## config.mk

```make
export PLATFORM = sky130hd
export DESIGN_NAME = dmx8_sipo
export DESIGN_NICKNAME = d
export VERILOG_FILES = /design/src/rtl/dmx8_pkg.sv /design/src/rtl/dmx8.sv /design/src/rtl/dmx8_sipo.sv
export SDC_FILE = /design/constraint.sdc
export NUM_CORES = 1
export LEC_CHECK = 0
export CAP_MARGIN = 20
export CORE_ASPECT_RATIO = 1.75
export CORE_MARGIN = 2
export CORE_UTILIZATION = 48
export DETAILED_ROUTE_END_ITERATION = 7
export PLACE_DENSITY = 0.75
export REMOVE_ABC_BUFFERS = 1
export SYNTH_ARGS = -nofsm -noshare
export SYNTH_HDL_FRONTEND = slang
export SYNTH_SLANG_ARGS = --single-unit
```

## constraint.sdc

```tcl
create_clock -name clk -period 1.3 [get_ports clk]
set_input_delay 0.13 -clock clk [delete_from_list [all_inputs] [get_ports clk]]
set_output_delay 0.13 -clock clk [all_outputs]
set_load 0.1 [all_outputs]
```

## src/rtl/dmx8_pkg.sv

```systemverilog
// Shared definitions for the 1-to-8 demux deserializer: state encoding and datapath widths.
package dmx8_pkg;

    localparam logic [1:0] ST_IDLE  = 2'd0;
    localparam logic [1:0] ST_SHIFT = 2'd1;
    localparam logic [1:0] ST_DONE  = 2'd2;

    localparam int BYTE_W = 8;
    localparam int CNT_W  = 3;

    typedef enum logic [1:0] {
        IDLE  = ST_IDLE,
        SHIFT = ST_SHIFT,
        DONE  = ST_DONE
    } state_t;

endpackage

```

## src/rtl/dmx8.sv

```systemverilog
// Combinational 1-to-8 demux built as a three-level 1-to-2 tree (s2, then s1, then s0).
module dmx8
    import dmx8_pkg::*;
(
    output logic [BYTE_W-1:0] y,
    input  logic              d,
    input  logic              en,
    input  logic              s2,
    input  logic              s1,
    input  logic              s0
);

    logic       root_s;
    logic [1:0] lvl2_s;
    logic [3:0] lvl1_s;

    assign root_s = d & en;

    assign lvl2_s[1] = root_s &  s2;
    assign lvl2_s[0] = root_s & ~s2;

    assign lvl1_s[3] = lvl2_s[1] &  s1;
    assign lvl1_s[2] = lvl2_s[1] & ~s1;
    assign lvl1_s[1] = lvl2_s[0] &  s1;
    assign lvl1_s[0] = lvl2_s[0] & ~s1;

    assign y[7] = lvl1_s[3] &  s0;
    assign y[6] = lvl1_s[3] & ~s0;
    assign y[5] = lvl1_s[2] &  s0;
    assign y[4] = lvl1_s[2] & ~s0;
    assign y[3] = lvl1_s[1] &  s0;
    assign y[2] = lvl1_s[1] & ~s0;
    assign y[1] = lvl1_s[0] &  s0;
    assign y[0] = lvl1_s[0] & ~s0;

endmodule

```

## src/rtl/dmx8_sipo.sv

```systemverilog
// Serial-in, byte-out deserializer: a bit-index counter steers each accepted bit into a shadow
// register through a 1-to-8 demux; completed bytes are published on q with a one-cycle strobe.
module dmx8_sipo
    import dmx8_pkg::*;
#(
    parameter bit MSB_FIRST = 1'b0
) (
    input  logic              clk,
    input  logic              reset,
    input  logic              start,
    input  logic              clear,
    input  logic              d_in,
    input  logic              d_valid,
    output logic [BYTE_W-1:0] q,
    output logic              q_valid,
    output logic              busy,
    output logic [CNT_W-1:0]  bit_cnt
);

    state_t              state_r;
    logic [CNT_W-1:0]    cnt_r;
    logic [BYTE_W-1:0]   shadow_r;
    logic [CNT_W-1:0]    idx_s;
    logic                shift_en_s;
    logic [BYTE_W-1:0]   load_s;
    logic [BYTE_W-1:0]   merged_s;

    assign idx_s      = MSB_FIRST ? (3'd7 - cnt_r) : cnt_r;
    assign shift_en_s = (state_r == SHIFT) & d_valid;

    // The demux carries a constant 1 so its outputs act as one-hot per-bit load enables.
    dmx8 u_dmx8 (
        .y  (load_s),
        .d  (1'b1),
        .en (shift_en_s),
        .s2 (idx_s[2]),
        .s1 (idx_s[1]),
        .s0 (idx_s[0])
    );

    assign merged_s = (shadow_r & ~load_s) | ({BYTE_W{d_in}} & load_s);
    assign busy     = (state_r == SHIFT);
    assign bit_cnt  = cnt_r;

    // FSM, bit counter, shadow register and output register; clear overrides all activity.
    always_ff @(posedge clk or posedge reset) begin
        if (reset) begin
            state_r  <= IDLE;
            cnt_r    <= 3'd0;
            shadow_r <= 8'h00;
            q        <= 8'h00;
            q_valid  <= 1'b0;
        end else if (clear) begin
            state_r  <= IDLE;
            cnt_r    <= 3'd0;
            shadow_r <= 8'h00;
            q_valid  <= 1'b0;
        end else begin
            case (state_r)
                IDLE: begin
                    q_valid <= 1'b0;
                    if (start) begin
                        state_r  <= SHIFT;
                        cnt_r    <= 3'd0;
                        shadow_r <= 8'h00;
                    end else begin
                        state_r  <= IDLE;
                    end
                end
                SHIFT: begin
                    q_valid <= 1'b0;
                    if (d_valid) begin
                        shadow_r <= merged_s;
                        cnt_r    <= cnt_r + 3'd1;
                        if (cnt_r == 3'd7) begin
                            q       <= merged_s;
                            q_valid <= 1'b1;
                            state_r <= DONE;
                        end else begin
                            state_r <= SHIFT;
                        end
                    end else begin
                        state_r <= SHIFT;
                    end
                end
                DONE: begin
                    q_valid <= 1'b0;
                    if (start) begin
                        state_r  <= SHIFT;
                        cnt_r    <= 3'd0;
                        shadow_r <= 8'h00;
                    end else begin
                        state_r  <= IDLE;
                    end
                end
                default: begin
                    state_r  <= IDLE;
                    cnt_r    <= 3'd0;
                    shadow_r <= 8'h00;
                    q_valid  <= 1'b0;
                end
            endcase
        end
    end

endmodule
```

==> out/qor.yml <==
pwr:
  p_comb_share_pct: 15.0
  p_seq_share_pct: 49.0
  leakage_nw: 0.767
  vdd_drop_max_mv: 0.711
  power.density_mw_per_mm2: 759
  p_switching_mw: 0.372
  pwr-share-clk_pct: 36.0
  p_int_mw: 1.04
  swShare_pct: 26.3
detailed_routing:
  route.detailed.drc: 0
  vias: 1248
  routed_wl_mm: 3.65
  first_pass_iters: 4
  ant_nets: 0
  drt_iter0_markers: 98
  wl_per_cell_microns: 19.8
  vias_per_cell: 6.78
synthesis:
  ys_seq_area_share_pct: 43.1
  synth_area_sq_mm: 0.00128
  synth_edf_count: 0
  yosys.area_share.xor_xnor_pct: 0
  synthMuxAreaShare_pct: 1.66
  synth_adder_area_share_pct: 1.96
  synth_ff_type: "dfrtp_1"
  yosys.area_share.simple_pct: 21.0
  netlist_instances: 130
  synth_cell_types: 36
  async_flop_share_pct: 100
  ys_ff_latch: 22
  synth_top_family_by_area: "compound AO/OA/AOI/OAI gates"
  yosysWarnings: 0
  synth-compound-area-share_pct: 22.7
  synth_area_per_cell_sq_um: 9.84
worst_setup_path:
  path_cells: "buf_6, and4bb_4, nand3_2, a31oi_1"
  critPathArrivalTime_ns: 1.51
  start_kind: "flop"
  slowest_delay_ns: 0.45
  reg2reg_from: "bit_cnt[2]"
  critPathCaptureType: "flop"
  crit_buf_inv: 1
  crit_type: "flop to flop"
  timing.rr.end: "q[1]"
  crit_fanout: 8
  worstPathRequired_ns: 1.48
  rrSetupSlack_ns: -0.03
  critPathTopFamily: "simple AND/OR/NAND/NOR gates"
  crit_path_top_delay_cell: "dfrtp_2"
  reg2reg_depth: 4
cts:
  h-tree-depth: 1
  cts_sinks: 22
  cts-root-buf: "clkbuf_8"
  clk_pin_slew_ns: 0.08
  cts_tree: "done"
  clock_latency_ns: 0.27
  cts_buffers: 3
  cts_buffer_depth: 2
global_routing:
  grt.busiest_layer: "met2"
  track_usage_pct: 22.9
  grt_use_met2_pct: 40.7
  overflow: 0
  grt_pass1_wl_mm: 5.45
  antenna_found_initial: 0
  grt_pass1_vias: 1161
  grt_use_met3_pct: 2.99
  grt_max_degree: 29
  grtUsageMet1_pct: 26.7
sta:
  holdWs_ns: 0.179
  timing_hold_violations_final: 0
  slew_headroom_pct: 81.1
  clock_skew_ns: 0.00231
  max_freq_mhz: 751
  setup_viol: 5
  finalCritPeriodShare_pct: 102
  finalMaxSlewViolations: 0
  tns_ns: -0.105
  tightest_slew_ns: 0.283
  period_minus_slack_ns: 1.33
  setup_slack_ns: -0.0313
  rsz0062_at_grt: "yes"
floorplanning:
  io_pins: 19
  die-area_sq_mm: 0.00311
  start_util_pct: 50.7
  coreArea_sq_mm: 0.00252
  core.rowCount: 24
  die_h_microns: 72.3
  die_w_microns: 43.0
place:
  port-buffer-count: 18
  hpwlAfterDp_mm: 2.22
  place.gp.congestion: 0.822
  post_dp_cell_area_sq_mm: 0.00164
layout:
  diodes: 0
  seq_area_sq_um: 554
  area_growth_pct: 45.7
  fin_area_sq_mm: 0.00186
  fillers: 168
  multi_input_area_sq_um: 683
  drive_above_1_share_pct: 41.1
  finalNetCount: 167
worst_hold_path:
  hold_class: "input port to asynchronous set/reset pin"
outcome:
  violations: "negative setup slack"
  status: "finished, violations left"
job:
  drv_cap: 0
## cell type report
type                            instances  area share (%)
Tap cell                               26            1.75
Sequential cell                        22            29.8
Multi-Input combinational cell         90            36.7
Inverter                                2           0.403
Clock buffer                            4            2.95
Timing Repair Buffer                   40            28.5
## worst register-to-register path, cell delays in order (launching register included)
cell and delay (ns):
dfrtp_2 0.45, buf_6 0.13, and4bb_4 0.38, nand3_2 0.08, a31oi_1 0.20
## metal layers
metal,vias up,part of all wire [%]
met1,608,39
met4,0,3.5
met3,15,4.4
met2,70,53
li1,555,-
met5,-,0
## cells in the mapped netlist (2+ instances only)
master / instances / share of area, %
dfrtp_1: 22 / 43
nand3_1: 16 / 6.3
o211ai_1: 14 / 8.2
a21oi_1: 9 / 3.5
a31oi_1: 8 / 3.9
nand4_1: 8 / 3.9
o21ai_0: 6 / 2.3
buf_6: 5 / 4.4
and2_1: 3 / 1.5
buf_2: 3 / 1.2
buf_4: 3 / 1.8
a22o_2: 2 / 1.6
clkbuf_1: 2 / 0.59
clkbuf_2: 2 / 0.78
ha_1: 2 / 2.0
nand2b_1: 2 / 0.98
nor2_1: 2 / 0.59
nor2b_1: 2 / 0.98
o31ai_1: 2 / 1.2
## what timing repair did
item                       in CTS  in global routing
hold buffers                    0                  0
setup endpoints to repair      20                 18
setup buffers                   2                  0
pin swaps                       7                  6
gates resized for setup        14                 15
hold endpoints to repair        0                  0
cloned                          0                  2
## worst max-delay path by stage
stage	cells after the start	from	end
after floorplan	4	bit_cnt[0]	q[6]
after global placement	5	d_valid	shadow_r[0]
after detailed placement	5	d_valid	q[3]
after CTS	4	bit_cnt[2]	q[3]
after global routing	4	state_r[1]	q[4]
final	4	bit_cnt[2]	q[1]
## flip-flops by register name, summed over array words and instances, names as in the netlist
| signal | flops |
|---|---|
| bit_cnt | 3 |
| q | 8 |
| q_valid | 1 |
| shadow_r | 8 |
| state_r | 2 |
## cell families after synthesis
logic type | count (synthesis)
adders and majority gates | 2
AOI/OAI and AO/OA | 44
DFF | 22
and+or+nand+nor | 42
buffers and inverters | 18
muxes | 2
## metrics by stage
step,utilization [%],worst slack [ns],power [mW],instances
final,73.9,-0.0313,1.41,184
after global placement,65.1,-0.173,0.886,176
after detailed placement,65.1,-0.260,0.891,176
after floorplan,-,-0.871,0.796,114
after global routing,73.9,-0.0759,1.45,184
after CTS,69.5,-0.0286,1.39,182
## placed cells by master (no fill, tap or decap), types with 3 or more instances in the layout
cell type	instances
buf_4	17
buf_12	14
o211ai_1	14
clkbuf_8	4
a21oi_2	4
nand3_1	14
nand4_1	8
a31oi_1	8
o21ai_0	5
dfrtp_2	3
a21oi_1	5
dfrtp_1	19
clkdlybuf4s50_1	5
## power by group through the flow
| stage | sequential, mW | clock (mW) | combinational, mW |
|---|---|---|---|
| after global routing | 0.695 | 0.530 | 0.223 |
| after floorplan | 0.725 | 0 | 0.0710 |
| after detailed placement | 0.707 | 0 | 0.184 |
| after CTS | 0.693 | 0.506 | 0.191 |
| after global placement | 0.706 | 0 | 0.180 |
| final | 0.694 | 0.509 | 0.212 |
No activity file was read; power rests on OpenSTA's default activity.
